<file path="config.mk">
export PLATFORM = sky130hd
export DESIGN_NAME = puf_response_collector
export DESIGN_NICKNAME = d
export VERILOG_FILES = /design/src/rtl/puf_response_collector.sv
export SDC_FILE = /design/constraint.sdc
export NUM_CORES = 1
export LEC_CHECK = 0
export ABC_AREA = 0
export BUFFER_PORTS_ARGS = -buffer_cell sky130_fd_sc_hd__buf_2
export CAP_MARGIN = 20
export CORE_MARGIN = 5
export CORE_UTILIZATION = 25
export DETAILED_ROUTE_END_ITERATION = 8
export SLEW_MARGIN = 0
export SYNTH_ARGS = -nofsm -noshare
export SYNTH_HDL_FRONTEND = slang
export SYNTH_SLANG_ARGS = --single-unit
</file>
<file path="constraint.sdc">
create_clock -name clk -period 1.7 [get_ports clk]
set_input_delay 0.085 -clock clk [delete_from_list [all_inputs] [get_ports clk]]
set_output_delay 0.085 -clock clk [all_outputs]
set_load 0.01 [all_outputs]
</file>
<file path="src/rtl/puf_response_collector.sv">
// Arbiter-PUF response collector: sequences challenge/settle/race/sample per bit and returns an N-bit word.
// Optional build macro PUF_MAJORITY_VOTE_EN races each challenge three times and stores the majority bit.
module puf_response_collector #(
  parameter int RESP_BITS      = 8,
  parameter int CHAL_WIDTH     = 8,
  parameter int SETTLE_CYCLES  = 4,
  parameter int TIMEOUT_CYCLES = 255
) (
  input  logic                  clk,
  input  logic                  reset,
  input  logic                  start,
  input  logic [CHAL_WIDTH-1:0] challenge_seed,
  output logic                  busy,
  output logic [CHAL_WIDTH-1:0] chal_out,
  output logic                  arb_reset,
  output logic                  launch,
  input  logic                  arb_done,
  input  logic                  arb_out,
  output logic [RESP_BITS-1:0]  response,
  output logic                  resp_valid,
  input  logic                  resp_ready,
  output logic                  timeout_err
);
  localparam int IDX_W = $clog2(RESP_BITS + 1);
  localparam int SET_W = $clog2(SETTLE_CYCLES + 1);
  localparam int TO_W  = $clog2(TIMEOUT_CYCLES + 1);

  typedef enum logic [2:0] {IDLE, ARM, RACE, SAMPLE, SHIFT, DONE} state_t;

  state_t                state, state_nxt;
  logic [CHAL_WIDTH-1:0] seed_r;
  logic [IDX_W-1:0]      index;
  logic [SET_W-1:0]      settle_cnt;
  logic [TO_W-1:0]       wait_cnt;
  logic                  done_meta_p0, done_s;
  logic                  new_bit, commit, last_bit, settle_last, race_expired;
  logic [RESP_BITS:0]    shifted;
`ifdef PUF_MAJORITY_VOTE_EN
  logic [1:0]            race_cnt, ones_cnt;
`else
  logic                  bit_r;
`endif

  // Race controls decode straight from state so an async reset forces arb_reset at once.
  assign arb_reset  = (state != RACE);
  assign launch     = (state == RACE);
  assign busy       = (state != IDLE);
  assign resp_valid = (state == DONE);
  assign chal_out   = seed_r + CHAL_WIDTH'(index);

  assign last_bit     = (index == IDX_W'(RESP_BITS - 1));
  assign settle_last  = (settle_cnt == SET_W'(SETTLE_CYCLES - 1));
  assign race_expired = (wait_cnt == TO_W'(TIMEOUT_CYCLES - 1));
`ifdef PUF_MAJORITY_VOTE_EN
  assign new_bit = (ones_cnt >= 2'd2);
  assign commit  = (state == SHIFT) && (race_cnt == 2'd2);
`else
  assign new_bit = bit_r;
  assign commit  = (state == SHIFT);
`endif
  assign shifted = {response, new_bit};

  always_comb begin
    state_nxt = state;
    case (state)
      IDLE:    if (start) state_nxt = ARM;
      ARM:     if (settle_last) state_nxt = RACE;
      RACE:    if (done_s) state_nxt = SAMPLE;
               else if (race_expired) state_nxt = SHIFT;
      SAMPLE:  state_nxt = SHIFT;
      SHIFT:   state_nxt = (commit && last_bit) ? DONE : ARM;
      DONE:    if (resp_ready) state_nxt = IDLE;
      default: state_nxt = IDLE;
    endcase
  end

  always_ff @(posedge clk or posedge reset) begin
    if (reset) begin
      state        <= IDLE;
      seed_r       <= '0;
      index        <= '0;
      settle_cnt   <= '0;
      wait_cnt     <= '0;
      done_meta_p0 <= 1'b0;
      done_s       <= 1'b0;
      response     <= '0;
      timeout_err  <= 1'b0;
`ifdef PUF_MAJORITY_VOTE_EN
      race_cnt     <= '0;
      ones_cnt     <= '0;
`else
      bit_r        <= 1'b0;
`endif
    end else begin
      state <= state_nxt;
      // Synchronizer is flushed while the arbiter is held in reset, so RACE never sees a stale done.
      done_meta_p0 <= (state == ARM) ? 1'b0 : arb_done;
      done_s       <= (state == ARM) ? 1'b0 : done_meta_p0;
      case (state)
        IDLE: if (start) begin
          seed_r      <= challenge_seed;
          response    <= '0;
          timeout_err <= 1'b0;
          index       <= '0;
          settle_cnt  <= '0;
`ifdef PUF_MAJORITY_VOTE_EN
          race_cnt    <= '0;
          ones_cnt    <= '0;
`endif
        end
        ARM: begin
          settle_cnt <= settle_last ? '0 : settle_cnt + 1'b1;
          wait_cnt   <= '0;
        end
        RACE: begin
          wait_cnt <= wait_cnt + 1'b1;
          if (!done_s && race_expired) begin
            timeout_err <= 1'b1;
`ifndef PUF_MAJORITY_VOTE_EN
            bit_r       <= 1'b0;
`endif
          end
        end
        SAMPLE: begin
`ifdef PUF_MAJORITY_VOTE_EN
          ones_cnt <= ones_cnt + {1'b0, arb_out};
`else
          bit_r    <= arb_out;
`endif
        end
        SHIFT: begin
          if (commit) begin
            response <= shifted[RESP_BITS-1:0];
            index    <= index + 1'b1;
          end
`ifdef PUF_MAJORITY_VOTE_EN
          race_cnt <= commit ? 2'd0 : race_cnt + 2'd1;
          if (commit) ones_cnt <= '0;
`endif
        end
        default: ;
      endcase
    end
  end
endmodule

</file>
## Word-level counts from Yosys, hierarchy flattened

Cells that the tools add are included.

- $add $sub $neg: 4
- Equality and inequality tests: 14
- Multiplexer cells: 22
- Reduce and logical (&&, ||, !) cells: 16

Operators by type and width:

| cell | count |
|---|---|
| 8-bit case mux with 2 select lines | 2 |
| 3-bit two-way mux | 8 |
| 3-bit case mux with 6 select lines | 1 |
| 2-bit nonzero test | 5 |
| 3-bit by 2-bit equality test with 1-bit output (second input constant) | 3 |
| 8-bit by 1-bit adder with 8-bit output (second input constant) | 1 |
| 8-bit by 4-bit adder with 8-bit output | 1 |
| 8-bit equality test (second input constant) | 1 |
| 8-bit two-way mux | 1 |
| 4-bit case mux with 2 select lines | 1 |
| 2-bit AND reduction | 4 |
| 3-bit equality test (second input constant) | 2 |
| 3-bit case mux with 2 select lines | 1 |
| 1-bit two-way mux | 5 |
| 4-bit by 1-bit adder with 4-bit output (second input constant) | 1 |
| 4-bit by 3-bit equality test with 1-bit output (second input constant) | 1 |
| 4-bit two-way mux | 1 |
| 2-bit by 1-bit != test with 1-bit output (second input constant) | 2 |
| 2-bit != test (second input constant) | 2 |
| 1-bit case mux with 2 select lines | 2 |
| 4-bit AND reduction | 1 |
| 3-bit by 1-bit adder with 3-bit output (second input constant) | 1 |
| 3-bit by 1-bit equality test with 1-bit output (second input constant) | 1 |
| 3-bit zero test | 1 |
| 6 further kinds | 7 |

- Bits in registers: 38
- Input bits: 14
- Word-level logic and storage cells: 66

## Depth between registers and ports, before layout

Gate-level depths: netlist (run 1).

- Depth after elaboration: 4
- Depth in mapped cells: 7
- Gate-level depth less buffers: 7

## Worst setup path after synthesis (run 1)

Ideal clock, no wire load.

- Path type: reg-to-output
- From: reg index[0]
- To: out chal_out[6]
- Data arrival time: 1614 ps
- Setup slack: 1 ps
- Stages on the path, launching flop included: 8
- Cells stage by stage: dfrtp_1 -> ha_1 -> inv_1 -> fa_1 -> nor2b_1 -> o21ai_0 -> a21o_1 -> xnor2_1

- Cells in the longest elaborated chain, start to end: 1

RTL lines:

| element | line | RTL |
|---|---|---|
| from (decl) | 32 | `logic [IDX_W-1:0] index;` |
| from (signal assigned) | 134 | `index <= index + 1'b1;` |
| 8-bit by 4-bit adder with 8-bit output | 49 | `assign chal_out = seed_r + CHAL_WIDTH'(index);` |
| to (decl) | 14 | `output logic [CHAL_WIDTH-1:0] chal_out,` |

Every way passes these cells.

## Worst setup path after layout (run 1)

Ends and elaborated chain as after synthesis.

==> results.md, run 1 <==
* **post-layout net count** 282
* **Synth Register Bits** 38
* **highest clock rate** 506 MHz
* **wire length after detailed routing** 4590 um
* **final critical-path required period** 1.98 ns
* **largest cells by area after synthesis** dfrtp_1 (48%), nand2_1 (6.6%), ha_1 (5.1%)
* **leading cell types in the layout, fill and taps excluded** dfrtp_1 (36), nand2_1 (35), buf_2 (33)
* **failing checks** negative setup slack
* **first-pass GRT wire length** 7670 um
* **clock sink count** 38
* **number of vias per cell** 4.56
* **die width** 99.0 um
* **detailed-route via count** 1650
* **worst hold slack after final layout** 0.00577 ns
* **share of synthesized cell area in full adder, half adder and majority cells** 6.06%
* **Reg area** 953 um2
* **most common library cell in the layout ignoring fill and taps** dfrtp_1
* **Ys Warns** 0
* **Avg Synthesized Cell Area** 9.81 um2
* **setup violators final** 6
* **fraction of synthesized cell area taken by the top area cell type** 48.0%
* **gp weighted congestion** 0.748
* **maximum level of the CTS H-tree** 2
* **Critical Path Start Type** flip-flop
* **data arrival time of the critical path** 1.89 ns
* **mux contribution to synthesized area** 4.99%
* **slew at the pin closest to its max-slew limit** 0.495 ns
* **maximum clock path buffer count** 2
* **fraction of the mapped netlist area in compound gates** 14.8%
* **setup slack of the critical path after layout** -0.277 ns
* **Worst Path Required** 1.62 ns
* **post-detailed-route DRC marker count** 0
* **total power after layout** 4.27 mW
* **xor and xnor fraction of the mapped netlist area** 2.65%
* **Total GRT Usage** 9.74%
* **initial antenna violation count** 0
* **Clk Latency, worst-skew pair** 0.30 ns
* **number of nets in the synthesized netlist** 225
* **Syn Std Cell Area** 1980 um2
* **register area share after synthesis** 48.0%
* **CTS tree** built
* **share of layout cells above drive strength 1** 31.2%
* **power density over cell area** 1630 nW/um2
* **Reg clk slew, reported paths** 0.08 ns
* **switching power of the nets** 1.64 mW
* **outcome** complete, but fails checks
* **Layout Cell Area excl Fill** 2620 um2
* **TritonCTS buffer count** 5
* **Int Power** 2.63 mW
* **count of endpoints failing hold in the final timing report** 0
* **pin count of the biggest net entering global routing** 39
* **antenna cells** 0
* **Final HPWL DP** 3240 um
* **Yosys cell types** 42
* **slew margin rel.** 67.0%
* **number of antenna-violating nets in the routed design** 0
* **I/O pin cnt** 35
* **number of buffers added on ports** 34
* **power share of the clock group** 18.3%
* **final clock skew** 0.0113 ns
* **vias in the first global route** 1608
* **die outline height** 99.0 um
* **final slew viol count** 0
* **synthesized instance count** 202
* **leak pwr** 1.22 nW
* **Row Count** 32
* **clock root cell** clkbuf_8
* **worst voltage drop across the vdd grid** 0.000432 V
* **CP max FO** 2
* **number of flops mapped to enable cells by yosys** 0
* **global-route congestion overflow total** 0
* **area after detailed placement** 2310 um2
* **proportion of power drawn by combinational gates** 47.4%
* **type of the tightest min-delay check** primary input to flip-flop
* **initial drt markers** 81
* **area leader, netlist** dfrtp_1
* **CORE AREA** 7730 um2
* **starting density of the core** 25.6%
* **DRT Pass-1 Iters** 4
* **Crit. End Element** output pin
* **area of combinational cells with multiple inputs** 988 um2
* **area fraction in and, or, nand and nor cells after synthesis** 18.6%
* **max-capacitance violation count** 0
* **proportion of register bits with asynchronous set or reset after synthesis** 100%
* **routed wire length per instance** 12.7 um
* **RSZ-0062 raised after global routing** true
* **Die Outline Area** 9810 um2
* **Final Cycle Share** 116%
* **combinational family with the most area after synthesis** simple AND/OR/NAND/NOR gates
* **switching power as a share of total power** 38.4%
* **Synth-to-Final Area Change** 32.0%
* **layout filler cell count** 793
* **register share of total power** 34.3%
* **Layout Utilization** 33.9%
* **Post-synth top flop** dfrtp_1
* **critical path class** flip-flop to output pin
==> state kept, by name (all words and copies together), names as in the netlist <==
name,cells
done_s,1
index,4
state,3
settle_cnt,3
wait_cnt,8
timeout_err,1
response,8
done_meta_p0,1
seed_r,8
bit_r,1
==> power groups by stage <==
stage	Clock, mW	Combinational (mW)	Sequential, mW
final	0.781	2.02	1.47
after global routing	0.857	2.26	1.51
after CTS	0.800	1.80	1.45
after detailed placement	0	1.75	1.46
after global placement	0	1.71	1.44
after floorplan	0	1.14	1.43
==> area by class of cell <==
cell class                 count  area share [%]
clock buffer                   5            2.63
tap                          102            4.88
clock inverter                 3            1.72
timing repair buffer          58            15.0
sequential                    38            36.4
inverter                      11            1.58
multi-input combinational    145            37.8
==> path summary, 6_finish.rpt <==
| check | start | to | slack, ns | depth (start not counted) |
|---|---|---|---|---|
| min | challenge_seed[6] | seed_r[6] | 0.006 | 2 |
| min in group asynchronous | reset | settle_cnt[0] | 0.45 | 4 |
| max in group asynchronous | reset | state[1] | 0.89 | 4 |
| max | index[0] | chal_out[6] | -0.28 | 8 |
| max reg2reg | state[1] | seed_r[3] | 0.13 | 4 |
| min reg2reg | done_meta_p0 | done_s | 0.46 | 1 |
==> cell usage after synthesis, types with 2 or more instances <==
master / n
a22o_1: 2
xor2_1: 2
nor2b_1: 4
o21ai_0: 19
ha_1: 8
buf_2: 4
dfrtp_1: 38
a21o_1: 3
a31oi_1: 3
nand4_1: 6
buf_6: 3
nand2_1: 35
and2_1: 2
mux2i_1: 2
a211oi_1: 4
xnor2_1: 4
inv_1: 9
mux2_1: 7
o21ai_1: 11
nor2_1: 10
inv_2: 2
nand2b_1: 3
nand3_1: 2
==> worst max-delay path, stage by stage, from the launching register on <==
cell	delay [ns]
dfrtp_1	0.37
ha_2	0.19
inv_2	0.04
fa_2	0.34
nor2b_1	0.12
o21ai_1	0.08
a21o_1	0.19
xnor2_1	0.12
buf_2	0.15
==> metal layers <==
layer	wire length (um)	global-route usage [%]	up-vias
li1	-	-	813
met1	1930	11.8	800
met2	2310	16.1	31
met3	278	3.33	6
met4	68	3.47	0
met5	0	0	-
==> cells by family (layout without fill, tap and decap cells) <==
kind of cell	Yosys count	after routing
compound gates	49	49
xor+xnor	6	6
fa+ha+maj	9	9
buf+inv	19	77
flops	38	38
mux	9	9
simple gates	72	72
==> per-stage QoR <==
stage                     setup slack, ns  cells  setup TNS [ns]
after floorplan                  0.000844    202               0
after global placement           -0.00755    342        -0.00755
after detailed placement          -0.0429    342         -0.0429
after CTS                          -0.307    355           -1.13
after global routing               -0.363    362           -1.60
final                              -0.277    362           -1.14
==> what timing repair did <==
action / 4_1_cts / 5_1_grt
resized for setup: 7 / 11
setup buffers: 0 / 6
hold endpoints to repair: 42 / 1
hold buffers: 5 / 1
setup endpoints to repair: 6 / 19
pin swaps: 2 / 6
(Power assumes the default switching activity.)
==> run 2: changes to the inputs <==
--- a/config.mk
+++ b/config.mk
@@ -5,12 +5,13 @@
 export SDC_FILE = /design/constraint.sdc
 export NUM_CORES = 1
 export LEC_CHECK = 0
-export ABC_AREA = 0
+export ABC_AREA = 1
 export BUFFER_PORTS_ARGS = -buffer_cell sky130_fd_sc_hd__buf_2
 export CAP_MARGIN = 20
 export CORE_MARGIN = 5
-export CORE_UTILIZATION = 25
+export CORE_UTILIZATION = 56
 export DETAILED_ROUTE_END_ITERATION = 8
+export PLACE_DENSITY = 0.79
 export SLEW_MARGIN = 0
 export SYNTH_ARGS = -nofsm -noshare
 export SYNTH_HDL_FRONTEND = slang
==> results.md, run 2 <==
* **synthesized instance count** 257, +27%
* **worst stage delay on the critical path** 0.36 ns, about the same
* **max-capacitance violation count** 0, unchanged
* **clock sink count** 38, unchanged
* **setup violators final** 4, -2
* **number of cells on the worst reg-to-reg path** 9, +5
* **failing checks** negative setup slack
* **initial antenna violation count** 0, unchanged
* **area after detailed placement** 2390 um2, +3.2%
* **final clock skew** 0.00402 ns, -0.00726 ns
* **worst voltage drop across the vdd grid** 0.00117 V, +170%
* **Row Count** 22, -31%
* **count of endpoints failing hold in the final timing report** 0, unchanged
* **critical-path cell with the highest stage delay** dfrtp_1
* **Cells on Worst Hold Path** 3, +1
* **detailed-route via count** 1850, +12%
* **final critical-path required period** 1.85 ns, -0.129 ns
* **starting density of the core** 58.3%, +33 points
* **first-pass GRT wire length** 7740 um, +0.99%
* **maximum clock path buffer count** 2, unchanged
* **wire length after detailed routing** 4550 um, -0.85%
* **highest clock rate** 541 MHz, +7.0%
* **gp weighted congestion** 0.868, +16%
* **CTS tree** built
* **initial drt markers** 112, +38%
* **number of nets in the synthesized netlist** 280, +24%
* **type of the tightest min-delay check** primary input to flip-flop
* **most heavily used metal layer in global routing** met2
* **final non-filler cell total** 359, -0.83%
* **Syn Std Cell Area** 2150 um2, +8.5%
* **RSZ-0062 raised after global routing** true
* **met1 track utilization from global routing** 23.7%, +12 points
* **Clk Latency, worst-skew pair** 0.29 ns, about the same
* **global-route congestion overflow total** 0, unchanged
* **Post-synth top flop** dfrtp_1
* **number of flops mapped to enable cells by yosys** 0, unchanged
* **leak pwr** 1.41 nW, +16%
* **DRT Pass-1 Iters** 4, unchanged
* **maximum level of the CTS H-tree** 2, unchanged
* **die outline height** 72.0 um, -27%
* **Synth Register Bits** 38, unchanged
* **data arrival time of the critical path** 1.76 ns, -0.13 ns
* **GR met3 Demand/Resource** 4.71%, +1.4 points
* **most common library cell in the layout ignoring fill and taps** nand2_1
* **number of antenna-violating nets in the routed design** 0, unchanged
* **Avg Synthesized Cell Area** 8.37 um2, -15%
* **slew margin rel.** 68.7%, +1.8 points
* **Total GRT Usage** 18.7%, +9.0 points
* **most instantiated library cell after synthesis** nand2_1
* **Yosys cell types** 28, -33%
* **outcome** complete, but fails checks
* **TritonCTS buffer count** 5, unchanged
* **leading post-synthesis cells by instance count** nand2_1 (80), dfrtp_1 (38), inv_1 (29)
* **Synth-to-Final Area Change** 26.0%
* **Layout Cell Area excl Fill** 2710 um2, +3.6%
* **total power after layout** 4.38 mW, +2.5%
* **cells along the critical path** ha_2 -> inv_2 -> fa_2 -> o21ai_2 -> nand2_1 -> xor2_1 -> buf_2
* **Post-Place Cells** 342, unchanged
* **post-detailed-route DRC marker count** 0, unchanged
* **number of cells on the critical path** 7, -1
* **top cell family by delay on the critical path** adder cells
* **number of buffers added on ports** 34, unchanged
* **Critical path buffers and inverters** 2, unchanged
* **worst hold slack after final layout** 0.00537 ns, -0.000405 ns
* **GR Util met2** 32.1%, +16 points
* **Final HPWL DP** 3170 um, -1.9%
* **Worst Path Required** 1.62 ns, about the same
* **vias in the first global route** 1731, +7.6%
* **largest cells by area after synthesis** dfrtp_1 (44%), nand2_1 (14%), inv_1 (5.1%)
* **CORE AREA** 3690 um2, -52%
* **Die Outline Area** 5180 um2, -47%
* **post-layout net count** 333, +18%
* **final slew viol count** 0, unchanged
* **I/O pin cnt** 35, unchanged
* **critical path class** flip-flop to output pin
* **clock root cell** clkbuf_8
* **number of vias per cell** 5.15, +13%
* **antenna cells** 0, unchanged
* **pin count of the biggest net entering global routing** 39, unchanged
* **leading cell types in the layout, fill and taps excluded** nand2_1 (76), dfrtp_1 (38), buf_2 (34)
* **power density over cell area** 1610 nW/um2, -1.0%
* **die width** 72.0 um, -27%
* **Ys Warns** 0, unchanged
* **area leader, netlist** dfrtp_1
* **register area share after synthesis** 44.2%, -3.8 points
* **routed wire length per instance** 12.7 um, about the same
* **fraction of synthesized cell area taken by the top area cell type** 44.2%, -3.8 points
* **Reg clk slew, reported paths** 0.08 ns, about the same
* **Crit. End Element** output pin
* **Final Cycle Share** 109%, -7.6 points
* **proportion of register bits with asynchronous set or reset after synthesis** 100%, unchanged
* **CP max FO** 2, unchanged
* **setup slack of the critical path after layout** -0.148 ns, +0.129 ns
* **slew at the pin closest to its max-slew limit** 0.469 ns, -0.0263 ns
* **biggest registers after layout** response (8), seed_r (8), wait_cnt (8)
* **share of layout cells above drive strength 1** 31.8%, +0.68 points
* **Critical Path Start Type** flip-flop
## run 2: cell types whose count changed in the layout (fill, tap and decap cells not counted), moves of 4 or more
| cell | change |
|---|---|
| nand2_1 | +41 |
| inv_1 | +21 |
| inv_2 | +4 |
| o21ai_2 | +10 |
| o21ai_0 | -14 |
| nor3_1 | +4 |
| nand2_2 | +4 |
| nor2b_1 | -4 |
| a21oi_1 | +6 |
| nand2_4 | +4 |
| mux2_1 | -7 |
| nand3_1 | +15 |
| buf_4 | -4 |
## run 2: worst reg2reg max path: stages, from the launching register on
cell and delay [ns]:
dfrtp_1 0.39, buf_4 0.14, buf_4 0.14, ha_1 0.22
nand2_1 0.14, nor2_1 0.06, nand2_1 0.08, nand2_1 0.06
nand3_1 0.08, nand2_1 0.05
## run 2: logic make-up after synthesis
logic type                 share of synthesized area [%]
DFF                                                 44.2
and+or+nand+nor                                     28.7
xor gates and xnor gates                            2.04
buffers and inverters                               8.73
AOI/OAI and AO/OA                                   10.7
adders and majority gates                           5.58
## run 2: worst paths after layout
path                       slack (ns)               from           to
setup reg to reg                 0.22           index[0]     state[2]
hold / removal                  0.005  challenge_seed[3]    seed_r[3]
setup / recovery                -0.15          seed_r[0]  chal_out[6]
max in group asynchronous        0.93              reset        bit_r
hold reg to reg                  0.45       done_meta_p0       done_s
min in group asynchronous        0.44              reset  response[3]
## run 2: final cells by class
class                           instances  area, um2
Fill cell                             276        978
Tap cell                               48       60.1
Clock buffer                            6       82.6
Clock inverter                          2       60.1
Sequential cell                        38        951
Inverter                               37        141
Timing Repair Buffer                   50        305
Multi-Input combinational cell        178       1110
## run 2: repair_timing
item | CTS | global route
setup buffers | 2 | 5
setup endpoints to repair | 5 | 7
gates cloned | 0 | 0
resized for setup | 13 | 9
hold endpoints to repair | 40 | 0
pin swaps | 4 | 4
hold buffers | 3 | 0
## run 2: metrics by stage
stage               TNS (ns)  worst slack, ns  util [%]
global placement           0           0.0557      64.7
finish                -0.371           -0.148      73.5
floorplan                  0           0.0250         -
global route          -0.799           -0.223      73.5
CTS                   -0.294           -0.145      71.4
detailed placement   -0.0231          -0.0231      64.7
## run 2: layer usage
| layer | vias to the layer above | part of all wire (%) |
|---|---|---|
| met2 | 33 | 54 |
| met1 | 882 | 42 |
| met5 | - | 0 |
| li1 | 928 | - |
| met3 | 7 | 3.3 |
| met4 | 0 | 1.0 |
## run 2: power breakdown
| group | internal [mW] | total, mW | switching, mW |
|---|---|---|---|
| sequential | 1.14 | 1.35 | 0.203 |
| combinational | 0.805 | 2.08 | 1.27 |
| clock | 0.626 | 0.949 | 0.323 |
| total | 2.58 | 4.38 | 1.80 |
==> run 3: changes to the inputs <==
--- a/config.mk
+++ b/config.mk
@@ -8,10 +8,10 @@
 export ABC_AREA = 1
 export BUFFER_PORTS_ARGS = -buffer_cell sky130_fd_sc_hd__buf_2
 export CAP_MARGIN = 20
-export CORE_MARGIN = 5
 export CORE_UTILIZATION = 56
 export DETAILED_ROUTE_END_ITERATION = 8
 export PLACE_DENSITY = 0.79
+export REMOVE_ABC_BUFFERS = 1
 export SLEW_MARGIN = 0
 export SYNTH_ARGS = -nofsm -noshare
 export SYNTH_HDL_FRONTEND = slang
==> results.md, run 3 (synthesized netlist as in run 2, its figures left out) <==
* **number of vias per cell** 5.17, +0.29%
* **setup violators final** 4, unchanged
* **Critical Path Start Type** flip-flop
* **initial antenna violation count** 0, unchanged
* **cells along the critical path** ha_2 -> inv_2 -> fa_2 -> buf_4 -> buf_4 -> xnor2_2 -> buf_2
* **area after detailed placement** 2390 um2, +0.31%
* **Die Outline Area** 4090 um2, -21%
* **maximum clock path buffer count** 2, unchanged
* **failing checks** negative setup slack
* **final clock skew** 0.00723 ns, +0.00321 ns
* **final critical-path required period** 1.86 ns, +0.00695 ns
* **Total GRT Usage** 25.2%, +6.5 points
* **clock sink count** 38, unchanged
* **Final Cycle Share** 109%, +0.41 points
* **die outline height** 64.0 um, -11%
* **first-pass GRT wire length** 7850 um, +1.4%
* **most frequent CP cell** buf_4
* **most common library cell in the layout ignoring fill and taps** nand2_1
* **critical path class** flip-flop to output pin
* **starting density of the core** 58.7%, +0.44 points
* **setup slack of the critical path after layout** -0.155 ns, -0.00695 ns
* **share of layout cells above drive strength 1** 30.5%, -1.3 points
* **die width** 64.0 um, -11%
* **number of antenna-violating nets in the routed design** 0, unchanged
* **Row Count** 22, unchanged
* **clock root cell** clkbuf_8
* **Layout Utilization** 74.3%, +0.83 points
* **number of buffers added on ports** 34, unchanged
* **worst stage delay on the critical path** 0.36 ns, about the same
* **worst voltage drop across the vdd grid** 0.00103 V, -12%
* **max-capacitance violation count** 0, unchanged
* **CORE AREA** 3660 um2, -0.75%
* **gp weighted congestion** 0.892, +2.8%
* **Reg clk slew, reported paths** 0.08 ns, about the same
* **type of the tightest min-delay check** primary input to flip-flop
* **global-route congestion overflow total** 0, unchanged
* **final slew viol count** 0, unchanged
* **initial drt markers** 150, +34%
* **DRT Pass-1 Iters** 4, unchanged
* **power density over cell area** 1500 nW/um2, -7.1%
* **CTS tree** built
* **post-detailed-route DRC marker count** 0, unchanged
* **area of combinational cells with multiple inputs** 1080 um2, -2.5%
* **routed wire length per instance** 12.5 um, -1.1%
* **outcome** complete, but fails checks
* **Crit. End Element** output pin
* **slew margin rel.** 67.5%, -1.3 points
* **critical-path cell with the highest stage delay** dfrtp_1
* **Final HPWL DP** 3030 um, -4.7%
* **Layout Cell Area excl Fill** 2720 um2, +0.37%
* **RSZ-0062 raised after global routing** true
* **wire length after detailed routing** 4620 um, +1.6%
* **I/O pin cnt** 35, unchanged
* **vias in the first global route** 1868, +7.9%
* **CP max FO** 2, unchanged
* **Cells on Worst Hold Path** 3, unchanged
* **Clk Latency, worst-skew pair** 0.30 ns, about the same
* **Worst Path Required** 1.62 ns, about the same
* **TritonCTS buffer count** 5, unchanged
* **number of cells on the worst reg-to-reg path** 9, unchanged
* **count of endpoints failing hold in the final timing report** 0, unchanged
* **slew at the pin closest to its max-slew limit** 0.488 ns, +0.0193 ns
* **data arrival time of the critical path** 1.77 ns, about the same
* **Reg area** 951 um2, unchanged
* **layout filler cell count** 293, +6.2%
* **antenna cells** 0, unchanged
* **Synth-to-Final Area Change** 26.5%
* **detailed-route via count** 1907, +3.1%
* **post-layout net count** 343, +3.0%
* **leak pwr** 1.43 nW, +1.1%
* **highest clock rate** 539 MHz, -0.37%
* **maximum level of the CTS H-tree** 2, unchanged
* **pin count of the biggest net entering global routing** 39, unchanged
* **leading cell types in the layout, fill and taps excluded** nand2_1 (79), dfrtp_1 (38), buf_2 (34)
* **biggest registers after layout** response (8), seed_r (8), wait_cnt (8)
-- run 3: cell types whose count changed in the layout (fill, tap and decap cells not counted), sizes merged --
| cell | delta |
|---|---|
| bufinv | -2 |
| dlygate4sd3 | +7 |
| buf | +3 |
| clkinv | +1 |
| clkbuf | +1 |
-- run 3: stage by stage --
step                      total power [mW]  hold WS (ns)  setup slack [ns]  cells  setup TNS [ns]
after global routing                  4.40        0.0514            -0.229    369          -0.861
after detailed placement              3.21         0.223           -0.0392    343         -0.0392
final                                 4.08        0.0435            -0.155    369          -0.394
after floorplan                       2.64         0.189            0.0250    253               0
after CTS                             4.01      0.000378            -0.137    364          -0.234
after global placement                3.16         0.220            0.0583    343               0
-- run 3: final timing paths --
kind / start / endpoint / slack (ns)
worst max-delay path: seed_r[0] / chal_out[2] / -0.16
worst min-delay path: arb_out / bit_r / 0.04
worst max register to register: index[0] / state[2] / 0.23
worst min register to register: done_meta_p0 / done_s / 0.46
max in group asynchronous: reset / seed_r[4] / 0.91
min in group asynchronous: reset / seed_r[1] / 0.44
-- run 3: report_power, final --
group          internal (mW)  leakage [nW]  total [mW]  switching (mW)
clock                  0.327        0.0482       0.651           0.324
sequential              1.14         0.504        1.35           0.208
combinational          0.829         0.875        2.08            1.25
-- run 3: layout make-up --
class / count / share of cell area (%)
Clock buffer: 7 / 3.17
Clock inverter: 1 / 0.184
Inverter: 37 / 5.20
Multi-Input combinational cell: 178 / 39.8
Sequential cell: 38 / 35.0
Tap cell: 48 / 2.21
Timing Repair Buffer: 60 / 14.5
-- run 3: routing by layer --
metal / share of wire (%) / track usage, %
met5: 0 / 0
met4: 2.0 / 9.66
met3: 3.3 / 6.25
met2: 52 / 44.3
met1: 43 / 29.2
-- run 3: timing repair --
action / in CTS / in global routing
pin swaps: 3 / 5
setup endpoints to repair: 6 / 7
hold buffers: 9 / 1
setup buffers: 4 / 4
cloned: 0 / 0
resized for setup: 9 / 5
hold endpoints to repair: 46 / 1
-- run 3: critical path: cells and delay by family, from the launching register on --
| kind | cells | cell delay [ns] |
|---|---|---|
| XOR/XNOR | 1 | 0.11 |
| adder cells (fa/ha/maj) | 2 | 0.55 |
| buffers and inverters | 4 | 0.45 |
| flip-flops | 1 | 0.36 |
